### src/rtl/alarm_scheduler_pkg.sv
// Shared definitions for the alarm scheduler: state codes and BCD digit limits.
package alarm_scheduler_pkg;

  typedef logic [2:0] state_t;

  localparam state_t IDLE   = 3'd0;
  localparam state_t SET_H1 = 3'd1;
  localparam state_t SET_H2 = 3'd2;
  localparam state_t SET_M1 = 3'd3;
  localparam state_t SET_M2 = 3'd4;
  localparam state_t RING   = 3'd5;
  localparam state_t SNOOZE = 3'd6;

  localparam logic [3:0] HOUR1_MAX    = 4'd2;
  localparam logic [3:0] HOUR2_MAX_24 = 4'd3;
  localparam logic [3:0] MIN1_MAX     = 4'd5;
  localparam logic [3:0] DIGIT_MAX    = 4'd9;

  function automatic logic is_set_state(input state_t s);
    return (s == SET_H1) || (s == SET_H2) || (s == SET_M1) || (s == SET_M2);
  endfunction

endpackage

### src/rtl/alarm_scheduler_bcd_digit_check.sv
// Combinational validity check for the digit currently being entered.
module bcd_digit_check
  import alarm_scheduler_pkg::*;
(
  input  logic [2:0] state,
  input  logic [3:0] data_in,
  input  logic [3:0] alm_hour1,
  output logic       valid
);

  // Apply the per-position limit; H2 depends on the already stored tens-of-hours digit.
  always_comb begin
    valid = 1'b0;
    case (state)
      SET_H1: valid = (data_in <= HOUR1_MAX);
      SET_H2: valid = (alm_hour1 < HOUR1_MAX) ? (data_in <= DIGIT_MAX)
                                               : (data_in <= HOUR2_MAX_24);
      SET_M1: valid = (data_in <= MIN1_MAX);
      SET_M2: valid = (data_in <= DIGIT_MAX);
      default: valid = 1'b0;
    endcase
  end

endmodule

### src/rtl/alarm_scheduler.sv
// Wake-alarm controller: digit-by-digit alarm entry, time match, ring/snooze/timeout.
module alarm_scheduler
  import alarm_scheduler_pkg::*;
#(
  parameter int SNOOZE_SEC       = 300,
  parameter int RING_TIMEOUT_SEC = 60,
  parameter int CNT_W            = 9
) (
  input  logic       clk,
  input  logic       resetn,
  input  logic       tick_1s,
  input  logic [3:0] cur_hour1,
  input  logic [3:0] cur_hour2,
  input  logic [3:0] cur_min1,
  input  logic [3:0] cur_min2,
  input  logic [3:0] cur_sec1,
  input  logic [3:0] cur_sec2,
  input  logic       arm,
  input  logic       go,
  input  logic [3:0] data_in,
  input  logic       snooze,
  input  logic       dismiss,
  output logic [3:0] alm_hour1,
  output logic [3:0] alm_hour2,
  output logic [3:0] alm_min1,
  output logic [3:0] alm_min2,
  output logic       setting,
  output logic       digit_err,
  output logic       ringing,
  output logic       snoozing,
  output logic       alarm_out
);

  localparam logic [CNT_W-1:0] RING_LAST   = CNT_W'(RING_TIMEOUT_SEC - 1);
  localparam logic [CNT_W-1:0] SNOOZE_LAST = CNT_W'(SNOOZE_SEC - 1);

  state_t           state, state_next;
  logic [CNT_W-1:0] cnt, cnt_next;
  logic             go_q, go_rise;
  logic             digit_ok, digit_wr, err_next, time_match;

  assign go_rise    = go & ~go_q;
  assign time_match = ({cur_hour1, cur_hour2, cur_min1, cur_min2} ==
                       {alm_hour1, alm_hour2, alm_min1, alm_min2}) &&
                      (cur_sec1 == 4'd0) && (cur_sec2 == 4'd0);

  assign setting  = is_set_state(state);
  assign ringing  = (state == RING);
  assign snoozing = (state == SNOOZE);

  bcd_digit_check u_check (
    .state     (state),
    .data_in   (data_in),
    .alm_hour1 (alm_hour1),
    .valid     (digit_ok)
  );

  // Next-state, counter and digit-write decisions.
  always_comb begin
    state_next = state;
    cnt_next   = cnt;
    digit_wr   = 1'b0;
    err_next   = 1'b0;
    case (state)
      IDLE: begin
        if (go_rise) begin
          state_next = SET_H1;
        end else if (arm && tick_1s && time_match) begin
          state_next = RING;
          cnt_next   = '0;
        end
      end
      SET_H1, SET_H2, SET_M1, SET_M2: begin
        if (go_rise) begin
          if (digit_ok) begin
            digit_wr   = 1'b1;
            state_next = (state == SET_M2) ? IDLE : state_t'(state + 3'd1);
          end else begin
            err_next = 1'b1;
          end
        end
      end
      RING: begin
        if (dismiss) begin
          state_next = IDLE;
        end else if (snooze) begin
          state_next = SNOOZE;
          cnt_next   = '0;
        end else if (!arm) begin
          state_next = IDLE;
        end else if (tick_1s) begin
          if (cnt == RING_LAST) state_next = IDLE;
          else                  cnt_next   = cnt + 1'b1;
        end
      end
      SNOOZE: begin
        if (dismiss || !arm) begin
          state_next = IDLE;
        end else if (tick_1s) begin
          if (cnt == SNOOZE_LAST) begin
            state_next = RING;
            cnt_next   = '0;
          end else begin
            cnt_next = cnt + 1'b1;
          end
        end
      end
      default: state_next = IDLE;
    endcase
  end

  // State, counter, edge detect and status pulse registers.
  always_ff @(posedge clk or posedge resetn) begin
    if (resetn) begin
      state     <= IDLE;
      cnt       <= '0;
      go_q      <= 1'b0;
      digit_err <= 1'b0;
      alarm_out <= 1'b0;
    end else begin
      state     <= state_next;
      cnt       <= cnt_next;
      go_q      <= go;
      digit_err <= err_next;
      // Registered from the next state so it tracks ringing cycle-for-cycle.
      alarm_out <= (state_next == RING);
    end
  end

  // Alarm time registers, written one digit per accepted entry.
  always_ff @(posedge clk or posedge resetn) begin
    if (resetn) begin
      alm_hour1 <= '0;
      alm_hour2 <= '0;
      alm_min1  <= '0;
      alm_min2  <= '0;
    end else if (digit_wr) begin
      case (state)
        SET_H1: begin
          alm_hour1 <= data_in;
          if (data_in == HOUR1_MAX && alm_hour2 > HOUR2_MAX_24) alm_hour2 <= '0;
        end
        SET_H2:  alm_hour2 <= data_in;
        SET_M1:  alm_min1  <= data_in;
        SET_M2:  alm_min2  <= data_in;
        default: ;
      endcase
    end
  end

endmodule

### config.mk
export PLATFORM = sky130hd
export DESIGN_NAME = alarm_scheduler
export DESIGN_NICKNAME = d
export VERILOG_FILES = /design/src/rtl/alarm_scheduler_pkg.sv /design/src/rtl/alarm_scheduler_bcd_digit_check.sv /design/src/rtl/alarm_scheduler.sv
export SDC_FILE = /design/constraint.sdc
export NUM_CORES = 1
export LEC_CHECK = 0
export BUFFER_PORTS_ARGS = -buffer_cell sky130_fd_sc_hd__buf_2
export CAP_MARGIN = 20
export CORE_AREA = 2 2 71 73
export DETAILED_ROUTE_END_ITERATION = 12
export DIE_AREA = 0 0 73 75
export PLACE_DENSITY = 0.7
export SLEW_MARGIN = 5
export SYNTH_ARGS = -nofsm -noshare
export SYNTH_HDL_FRONTEND = slang
export SYNTH_SLANG_ARGS = --single-unit
### constraint.sdc
create_clock -name clk -period 5.3 [get_ports clk]
set_input_delay 0.53 -clock clk [delete_from_list [all_inputs] [get_ports clk]]
set_output_delay 0.53 -clock clk [all_outputs]
set_load 0.03 [all_outputs]
# Word-level counts from Yosys, hierarchy flattened
# Cells that the tools add are included.
# word_totals
regBits	31
in_bits	35
out_inout_bits	21
word_cells	95
# op_classes
n_addsub	2
order_cmp	6
n_eq_ne	20
mux	35
bitwise_logic	2
n_reduce_logical	21
# op_table
op	n
9-bit two-way mux	10
3-bit two-way mux	13
9-bit case mux with 3 select lines	1
16-bit == test	1
3-bit == test (second input constant)	4
3-bit case mux with 4 select lines	1
2-bit != test (second input constant)	5
9-bit by 1-bit adder with 9-bit output (second input constant)	1
9-bit by 6-bit == test with 1-bit output (second input constant)	1
9-bit == test (second input constant)	1
3-bit != test (second input constant)	3
9-bit AND reduction	1
4-bit by 2-bit <= comparator with 1-bit output (second input constant)	2
4-bit logical NOT	2
4-bit case mux with 2 select lines	1
1-bit two-way mux	7
3-bit by 2-bit == test with 1-bit output (second input constant)	2
2-bit AND reduction	3
1-bit logical AND	5
4-bit by 2-bit == test with 1-bit output (second input constant)	1
4-bit by 2-bit greater-than comparator with 1-bit output (second input constant)	1
4-bit by 3-bit <= comparator with 1-bit output (second input constant)	1
4-bit <= comparator (second input constant)	1
1-bit logical OR	4
14 further kinds	14

# Depth between registers and ports, before layout
# Gate-level depths: netlist of run 1.
# logic_depth
ltp_word	8
ltp_mapped	9
mapped_depth_nobuf	9

# Hierarchy
# A second synthesis of run 1 with hierarchy kept.
# hier_totals
cells_unflattened	209
area_unflattened_um2	2054.5
# modules_own_cells
module	instances	cells_each	area_each_um2	seq_area_each_um2
alarm_scheduler	1	198	1974.4	775.7
bcd_digit_check	1	11	80.1	0.0

# Worst setup path after synthesis of run 1
# OpenSTA, ideal clock, no wires.
# synth_path
path_kind	flip-flop to flip-flop
start	register state[0]
end	register alarm_out
setup_ns	0.120
arrival_time_ns	2.234
t_required_ns	5.180
slack_ns	2.946
path_stages_with_launch	10
path_buffers	0
synth_period_minus_slack_ns	2.354
path_cell_list	dfrtp_1 -> inv_1 -> ha_1 -> nor2b_2 -> o221ai_2 -> a21oi_2 -> mux2i_1 -> nor2_1 -> or4b_4 -> and3b_1
# synth_between
word_cells_on_any_way	25
classes_between	add/sub (1); eq/ne (7); mux (15); reduce/logical (2)
# synth_rtl
element	line	rtl
from (decl)	alarm_scheduler.sv:37	state_t state, state_next;
from (signal assigned)	alarm_scheduler.sv:121	state <= state_next;
3-bit by 1-bit adder with 3-bit output (tied with other cells)	alarm_scheduler.sv:77	state_next = (state == SET_M2) ? IDLE : state_t'(state + 3'd1);
3-bit two-way mux / 1-bit case mux with 4 select lines (equally long branches)	alarm_scheduler.sv:77, alarm_scheduler_bcd_digit_check.sv:14	
3-bit two-way mux	alarm_scheduler.sv:75	if (digit_ok) begin
3-bit two-way mux	alarm_scheduler.sv:74	if (go_rise) begin
3-bit case mux with 4 select lines (*)	alarm_scheduler.sv:64	case (state)
net state_next[2]	alarm_scheduler.sv:37	
3-bit == test (*)	alarm_scheduler.sv:126	alarm_out <= (state_next == RING);
to (signal assigned)	alarm_scheduler.sv:126	
to (decl)	alarm_scheduler.sv:31	output logic alarm_out
# The timed path passes the listed nets; every way through them passes the cells marked *.
# A chain may end at the register's enable or synchronous reset.

# Worst setup path after layout of run 1
# Ends and elaborated chain as after synthesis.

==> results.md, run 1 <==
- GPL Wtd Cong: 0.884
- Initial DRC Count: 94
- # rows: 25
- HPWL Detailed: 3670 um
- DIE WIDTH: 73 um
- CP Capture Type: flip-flop
- Dominant cell type by area after synthesis: dfrtp_1
- # H-tree levels: 2
- Min-delay worst type: input port to asynchronous set/reset pin
- Routed WL: 4740 um
- Vias in the first global route: 1731
- Synth top area cells: dfrtp_1, xnor2_1, mux2_2
- Switching share of power: 38.8%
- FMAX: 368 MHz
- Starting Density: 44.1%
- Critical Path RT: 5.48 ns
- Final core occ: 53.0%
- Initial antenna violation count: 0
- Clk_skew: 0.00519 ns
- Combinational Power Share: 39.8%
- Layout cell share with drive strength beyond 1: 33.6%
- Gr usage total: 19.5%
- Worst Setup Path Type: flip-flop to flip-flop
- #FFs+latches synth: 31
- Finished Cell Area: 2470 sq um
- Unrepaired setup endpoints after global routing: no
- Worst ir drop on vdd: 0.303 mV
- Die area: 5480 sq um
- Slowest CP cell: or4b_4
- CTS tree: done
- Clock share of power: 26.0%
- Largest net degree at the start of global routing: 32
- Post-CTS Setup Inserts: 0
- Worst r2r path cells: 9
- Area grow syn2layout: 20.4%
- Clock buffer depth: 2
- DRT Pass-1 Iters: 4
- Mapped Cells: 217
- Setup TNS: 0 ns
- Synth cell count leaders: dfrtp_1, nand2_1, xnor2_1, nand3_1, o21ai_0
- Crit-path cells: inv_1 -> ha_1 -> nor2b_2 -> o221ai_2 -> a21oi_2 -> mux2i_1 -> nor2_1 -> or4b_4 -> and3b_1
- Arrival time worst endpoint: 2.90 ns
- Pint: 0.000574 W
- Layout fillers: 423
- Family with the most delay on the worst path: simple AND/OR/NAND/NOR gates
- First-pass GRT wire length: 8110 um
- Die Y: 75 um
- Post-DP Area: 2350 sq um
- Final setup viols: 0
- Worst-margin pin slew: 0.712 ns
- Core region area: 4660 sq um
- Max-slew violations: 0
- CTS sink cnt: 31
- Residual DRC count: 0
- Routed vias/inst: 5.40
- Tmin final: 2.71 ns
- Count of flip-flops with a built-in enable after synthesis: 0
- Seq/Total Area, Yosys: 37.8%
- Setup slack, reg-to-reg: 2.59 ns
- CP max FO: 6
- PortBufs: 55
- Distinct cells, synth: 51
- Clock transition at the registers of the reported paths: 0.07 ns
- Skew-Pair Late Insertion Delay: 0.29 ns
- Setup crit start kind: flip-flop
- Hold buffer count at CTS: 0
- Resized cells post-CTS: 0
- Post-synthesis async set-or-reset flop share: 100%
- Share of the synthesized area in the top cell type: 37.8%
- Mapped Area: 2050 sq um
- Worst r2r dst: alarm_out
- PD cells: 379 nW/um^2
- DR WL/cell: 14.5 um
- Yosys warnings: 0
- WHS: 0.303 ns
- Clock Root Buffer: clkbuf_8
- Leak: 1.15 nW
- Max_slew headroom: 52.2%
- Max cap viols: 0
- Final Hold Viols: 0
- Dominant cell by count in the synthesized netlist: dfrtp_1
- Routed Antenna Nets: 0
- Total power: 0.000938 W
- Post-Syn Area per Cell: 9.46 sq um
- Final period utilization: 51.2%
- Ys flop type: dfrtp_1
- Reg-to-reg startpoint: state[0]
- Synthesized Nets: 258
- ANT cells: 0
- CP max stage delay: 0.52 ns
- Nets: 314
- Run status: complete, no violations
- Via Count: 1772
- Crit path buf inv count: 1
- Seq pwr share: 34.2%
- Switching Power: 0.000364 W
- CTS buffer count: 5
- Gr ovfl total: 0
- Boundary Pins: 56
[flip-flops by register name (all words and copies together), names as in the netlist]
signal / count
state: 3
alm_min2: 4
alarm_out: 1
cnt: 9
go_q: 1
alm_hour1: 4
digit_err: 1
alm_hour2: 4
alm_min1: 4
[power groups by stage]
stage                     combinational (W)  sequential [W]  clock, W
final                              0.000373        0.000321  0.000244
after global routing               0.000404        0.000327  0.000264
after CTS                          0.000372        0.000321  0.000248
after detailed placement           0.000369        0.000326         0
after global placement             0.000367        0.000324         0
after floorplan                    0.000209        0.000378         0
[cell type report]
cell class	count	area [sq um]	area share (%)
clock buffer	6	82.6	3.34
multi-input combinational	165	1170	47.5
clock inverter	2	35.0	1.42
sequential	31	776	31.4
timing repair buffer	56	283	11.4
inverter	14	52.6	2.13
tap	54	67.6	2.73
[worst max-delay path by stage]
stage	cells past startpoint	from	endpoint	slack, ns
CTS	9	state[0]	alarm_out	2.63
global route	9	state[0]	alarm_out	2.40
global placement	9	state[0]	alarm_out	2.70
floorplan	9	state[0]	alarm_out	2.95
detailed placement	8	cur_sec1[1]	cnt[8]	2.64
finish	9	state[0]	alarm_out	2.59
[metrics by stage]
step | worst slack [ns] | cells
6_report | 2.59 | 328
5_1_grt | 2.40 | 328
4_1_cts | 2.63 | 328
3_5_place_dp | 2.64 | 320
3_3_place_gp | 2.70 | 320
2_1_floorplan | 2.95 | 217
[worst reg2reg max path, stage by stage, from the launching register on]
cell and delay (ns):
dfrtp_1 0.44, inv_1 0.13, ha_1 0.27, nor2b_2 0.31, o221ai_2 0.17, a21oi_2 0.29
mux2i_1 0.22, nor2_1 0.07, or4b_4 0.52, and3b_1 0.20
[placed cells by master, fill, tap and decap left out, types with 6 or more instances in the layout]
cell and instances:
nand2b_1 6, ha_1 6, xnor2_1 16, nor2_1 9, nand3_1 15, nand4_1 6
o21ai_0 15, inv_1 14, nor3_1 6, buf_2 55, nand2_1 18, dfrtp_1 31
mux2_2 12, clkbuf_8 6
[routing by layer]
layer	global-route usage (%)	up-vias	routed length, um
met3	4.02	10	220
li1	-	886	-
met4	8.23	0	97
met2	31.0	50	2270
met1	26.1	826	2160
met5	0	-	0
[kinds of logic after synthesis]
kind of cell               Yosys count  synth area share (%)
and+or+nand+nor                     88                  25.0
AOI/OAI and AO/OA                   41                  14.1
DFF                                 31                  37.8
buffers and inverters               21                  5.00
xor gates and xnor gates            16                  6.82
muxes                               14                  7.56
adders and majority gates            6                  3.66
No activity file was read; power rests on OpenSTA's default activity.
==> run 2, diff against run 1 <==
--- a/config.mk
+++ b/config.mk
@@ -5,11 +5,12 @@
 export SDC_FILE = /design/constraint.sdc
 export NUM_CORES = 1
 export LEC_CHECK = 0
+export ABC_AREA = 1
 export BUFFER_PORTS_ARGS = -buffer_cell sky130_fd_sc_hd__buf_2
 export CAP_MARGIN = 20
-export CORE_AREA = 2 2 71 73
+export CORE_AREA = 2 2 76 78
 export DETAILED_ROUTE_END_ITERATION = 12
-export DIE_AREA = 0 0 73 75
+export DIE_AREA = 0 0 78 80
 export PLACE_DENSITY = 0.7
 export SLEW_MARGIN = 5
 export SYNTH_ARGS = -nofsm -noshare
==> constraint.sdc (replaced) <==
create_clock -name clk -period 2.2 [get_ports clk]
set_input_delay 0.22 -clock clk [delete_from_list [all_inputs] [get_ports clk]]
set_output_delay 0.22 -clock clk [all_outputs]
set_load 0.03 [all_outputs]
==> results.md, run 2 <==
- Switching Power: 0.00113 W
- Commonest cells after routing, fill and taps aside: nand2_1, inv_1, buf_2, nor2_1
- Critical Path RT: 2.37 ns
- Final core occ: 53.1%
- DIE WIDTH: 78 um
- Area grow syn2layout: 22.3%
- Total power: 0.00254 W
- Placed insts: 510
- Synth top area cells: dfrtp_1, nand2_1, inv_1
- Met1 usage: 29.0%
- Die area: 6240 sq um
- CP startpoint: state[1]
- # rows: 27
- Ys flop type: dfrtp_1
- Setup crit start kind: flip-flop
- #FFs+latches synth: 31
- Post-synthesis async set-or-reset flop share: 100%
- Yosys warnings: 0
- Pint: 0.00141 W
- Max cap viols: 0
- CP Capture Type: flip-flop
- Max-slew violations: 0
- GPL Wtd Cong: 0.915
- Run status: finished with violations
- Clock buffer depth: 2
- Final period utilization: 93.0%
- GRT busiest layer: met2
- CTS tree: done
- Largest net degree at the start of global routing: 32
- DR WL/cell: 12.5 um
- Dominant cell type by area after synthesis: dfrtp_1
- Seq/Total Area, Yosys: 33.0%
- Switching share of power: 44.6%
- Largest register FFs: 9
- Layout cell share with drive strength beyond 1: 18.3%
- CTS buffer count: 5
- Worst-margin pin slew: 0.503 ns
- Leak: 1.64 nW
- Share of the synthesized area in the top cell type: 33.0%
- Min-delay worst type: input port to asynchronous set/reset pin
- CTS sink cnt: 31
- Boundary Pins: 56
- Clock Root Buffer: clkbuf_8
- Failing checks: negative hold slack
- Final Hold Viols: 30
- HPWL Detailed: 5130 um
- Routed Antenna Nets: 0
- Commonest non-fill, non-tap cell in the layout: nand2_1
- ANT cells: 0
- Skew-Pair Late Insertion Delay: 0.30 ns
- FMAX: 489 MHz
- Mapped Cells: 381
- Post-Syn Area per Cell: 6.16 sq um
- Gr usage total: 22.5%
- Vias in the first global route: 2390
- Combinational Power Share: 45.0%
- Initial DRC Count: 184
- Routed vias/inst: 4.88
- Final setup viols: 0
- Core region area: 5410 sq um
- Mapped Area: 2350 sq um
- Synth cell count leaders: nand2_1, inv_1, nor2_1, dfrtp_1, nand3_1
- GR Util met3: 4.98%
- Clk_skew: 0.00705 ns
- Unrepaired setup endpoints after global routing: yes
- WHS: -0.00997 ns
- Hold buffer count at CTS: 0
- Max_slew headroom: 66.4%
- Synthesized Nets: 422
- First-pass GRT wire length: 11100 um
- Dominant cell by count in the synthesized netlist: nand2_1
- Tmin final: 2.05 ns
- # H-tree levels: 2
- Most flops, register: cnt
- PortBufs: 55
- Register area: 777 sq um
- Seq pwr share: 31.3%
- Reg-to-reg startpoint: state[1]
- Layout Cells excl Fill: 519
- Starting Density: 43.4%
- Worst ir drop on vdd: 0.401 mV
- Die Y: 80 um
- DRT Pass-1 Iters: 5
- Arrival time worst endpoint: 2.21 ns
- Worst Setup Path Type: flip-flop to flip-flop
- Via Count: 2531
- Nets: 487
- Clock share of power: 23.6%
- Layout fillers: 557
- Clock transition at the registers of the reported paths: 0.07 ns
- Distinct cells, synth: 23
- Gr ovfl total: 0
- PD cells: 886 nW/um^2
- Met2 global-route usage: 38.6%
- Initial antenna violation count: 0
- Area of the multi-input gates: 1340 sq um
- CP max FO: 8
- Routed WL: 6480 um
- Count of flip-flops with a built-in enable after synthesis: 0
- Residual DRC count: 0
-- run 2: layout make-up --
class	count	share of cell area (%)
tap	72	3.14
sequential	31	27.1
clock buffer	6	2.88
timing repair buffer	59	10.6
multi-input combinational	284	46.6
inverter	65	8.50
clock inverter	2	1.22
-- run 2: metrics by stage --
stage	cell area, sq um	setup slack (ns)	TNS (ns)
global placement	2720	0.236	0
detailed placement	2720	0.123	0
CTS	2840	0.112	0
finish	2870	0.155	0
global route	2870	-0.0715	-0.526
floorplan	2350	0.252	0
-- run 2: final timing paths --
kind | end | slack (ns) | depth (start not counted)
setup reg to reg | alm_hour1[3] | 0.15 | 13
hold / removal | alm_min2[0] | -0.01 | 3
setup / recovery | alm_hour1[3] | 0.15 | 13
hold reg to reg | alm_min1[1] | 0.53 | 2
min in group clk | go_q | 0.04 | 1
max in group asynchronous | state[0] | 1.90 | 3
-- run 2: cell families after synthesis --
logic type      count (synthesis)  synth area share [%]
compound gates                 37                  9.12
buf+inv                        66                  10.9
flops                          31                  33.0
fa+ha+maj                       6                  3.20
simple gates                  235                  41.5
xor+xnor                        6                  2.24
-- run 2: power by group through the flow --
stage / clock network (W) / registers, W / logic (W)
after global placement: 0 / 0.000799 / 0.00108
after detailed placement: 0 / 0.000805 / 0.00109
after floorplan: 0 / 0.000944 / 0.000656
after CTS: 0.000607 / 0.000794 / 0.00110
final: 0.000600 / 0.000797 / 0.00114
after global routing: 0.000638 / 0.000814 / 0.00129
-- run 2: repair_timing --
item	in CTS	in global routing
gates resized for setup	0	7
endpoints found under the setup margin	0	22
buffers inserted	0	1
-- run 2: metal layers --
layer | up-vias | wire (um) | part of all wire (%)
li1 | 1321 | - | -
met1 | 1128 | 2980 | 46
met2 | 76 | 3060 | 47
met3 | 6 | 385 | 5.9
met4 | 0 | 61 | 0.94
met5 | - | 0 | 0
-- run 2: worst max-delay path, stage by stage (launching register included) --
cell,delay [ns]
dfrtp_1,0.46
inv_1,0.13
ha_1,0.17
inv_1,0.06
nor2_1,0.15
nand3_1,0.11
nand2_1,0.08
nor2_1,0.04
nand2_2,0.09
nand2_1,0.10
inv_2,0.15
nand2_1,0.18
nand2_1,0.09
o21ai_0,0.08
==> run 3, diff against run 2 <==
--- a/config.mk
+++ b/config.mk
@@ -5,13 +5,16 @@
 export SDC_FILE = /design/constraint.sdc
 export NUM_CORES = 1
 export LEC_CHECK = 0
-export ABC_AREA = 1
+export ABC_AREA = 0
 export BUFFER_PORTS_ARGS = -buffer_cell sky130_fd_sc_hd__buf_2
 export CAP_MARGIN = 20
-export CORE_AREA = 2 2 76 78
+export CELL_PAD_IN_SITES_DETAIL_PLACEMENT = 0
+export CELL_PAD_IN_SITES_GLOBAL_PLACEMENT = 2
+export CORE_AREA = 2 2 88 90
+export CTS_BUF_LIST = sky130_fd_sc_hd__clkbuf_8
 export DETAILED_ROUTE_END_ITERATION = 12
-export DIE_AREA = 0 0 78 80
-export PLACE_DENSITY = 0.7
+export DIE_AREA = 0 0 90 92
+export PLACE_DENSITY = 0.76
 export SLEW_MARGIN = 5
 export SYNTH_ARGS = -nofsm -noshare
 export SYNTH_HDL_FRONTEND = slang
==> results.md, run 3 (synthesis results as in run 1) <==
- Final core occ: 39.4%
- Arrival time worst endpoint: 2.45 ns
- Final setup viols: 1
- Min-delay worst type: input port to asynchronous set/reset pin
- Residual DRC count: 0
- CP Capture Type: flip-flop
- CTS sink cnt: 31
- Routed Antenna Nets: 0
- Gr usage total: 15.0%
- Clk_skew: 0.0111 ns
- Core region area: 7450 sq um
- Unrepaired setup endpoints after global routing: yes
- Layout cell share with drive strength beyond 1: 46.8%
- Max-slew violations: 0
- Run status: finished with violations
- Finished Cell Area: 2930 sq um
- Setup crit start kind: flip-flop
- Worst ir drop on vdd: 0.305 mV
- Post-DP Area: 2680 sq um
- Skew-Pair Late Insertion Delay: 0.29 ns
- Die Y: 92 um
- Max cap viols: 0
- Commonest cells after routing, fill and taps aside: buf_2, buf_4, dfrtp_1, nand2_1, xnor2_1
- Clock transition at the registers of the reported paths: 0.08 ns
- Gr ovfl total: 0
- Commonest non-fill, non-tap cell in the layout: buf_2
- Most flops, register: cnt
- PD cells: 894 nW/um^2
- Placed insts: 396
- PortBufs: 55
- Clock buffer depth: 2
- Initial antenna violation count: 0
- ANT cells: 0
- Routed WL: 5950 um
- Largest register FFs: 9
- GPL Wtd Cong: 0.788
- Area grow syn2layout: 42.8%
- Tmin final: 2.28 ns
- CTS buffer count: 5
- Final period utilization: 104%
- Critical Path RT: 2.37 ns
- DRT Pass-1 Iters: 5
- Total power: 0.00262 W
- Failing checks: negative setup slack
- Clock Root Buffer: clkbuf_8
- Leak: 1.33 nW
- CP max FO: 5
- DIE WIDTH: 90 um
- First-pass GRT wire length: 9820 um
- Layout fillers: 775
- Die area: 8280 sq um
- Nets: 348
- # rows: 32
- Max_slew headroom: 72.7%
- Starting Density: 27.6%
- # H-tree levels: 2
- Final Hold Viols: 0
- Boundary Pins: 56
- HPWL Detailed: 4550 um
- Initial DRC Count: 93
- Layout Cells excl Fill: 410
- Worst-margin pin slew: 0.410 ns
- Worst Setup Path Type: flip-flop to flip-flop
- Vias in the first global route: 1947
- Via Count: 1880
- FMAX: 439 MHz
- Final worst setup slack: -0.0771 ns
- DR WL/cell: 14.5 um
- CTS tree: done
- Largest net degree at the start of global routing: 32
- Routed vias/inst: 4.59
- Hold buffer count at CTS: 0
## run 3: cell count changes in the layout (fill, tap and decap cells not counted), moves of 12 or more
cell | before | now
mux2_2 | 0 | 12
buf_4 | 4 | 34
nand3_1 | 30 | 15
nor2_1 | 54 | 9
xnor2_1 | 2 | 16
nand2_1 | 125 | 17
inv_1 | 64 | 12
## run 3: critical path, cell delays in order (launching register included)
cell	delay, ns
dfrtp_2	0.46
inv_4	0.10
ha_4	0.16
and2_4	0.16
o221ai_4	0.12
a21oi_2	0.20
mux2i_1	0.20
nor2_1	0.07
or4b_4	0.51
and3b_1	0.17
## run 3: area by class of cell
class	count	area, sq um	share of cell area [%]
Multi-Input combinational cell	165	1310	44.8
Inverter	14	57.6	1.96
Tap cell	102	128	4.35
Clock inverter	3	43.8	1.49
Clock buffer	5	68.8	2.35
Timing Repair Buffer	90	542	18.5
Sequential cell	31	779	26.6
## run 3: metal layers
metal  wire length, um  track usage [%]  vias to the layer above
met5                 0                0                        -
met4                30             5.00                        0
met3               354             3.62                        2
met2              2780             23.9                       55
met1              2790             19.9                      866
li1                  -                -                      957
## run 3: power by group
group          leakage (nW)  switching, W  internal, W
combinational         0.871      0.000669     0.000604
sequential            0.402      0.000103     0.000668
clock                0.0581      0.000240     0.000337
total                  1.33       0.00101      0.00161
## run 3: metrics by stage
step	TNS (ns)	hold WS [ns]	worst slack [ns]
6_report	-0.0771	0.00585	-0.0771
5_1_grt	-0.140	0.0380	-0.139
4_1_cts	-0.100	0.0111	-0.100
3_5_place_dp	-0.136	0.334	-0.132
3_3_place_gp	-0.141	0.331	-0.141
2_1_floorplan	-0.0580	0.251	-0.0580
## run 3: final timing paths
path / start / endpoint / slack (ns) / depth (start not counted)
max: state[0] / alarm_out / -0.08 / 9
min: resetn / cnt[7] / 0.006 / 3
max reg2reg: state[0] / alarm_out / -0.08 / 9
min reg2reg: cnt[1] / cnt[1] / 0.51 / 2
max in group asynchronous: resetn / state[0] / 1.87 / 3
min in group clk: go / go_q / 0.05 / 1
## run 3: repair_timing
item                       in CTS  in global routing
pin swaps                       9                  5
resized for setup              11                 10
buffers inserted                5                  2
setup endpoints to repair       6                 17
gates cloned                    0                  0
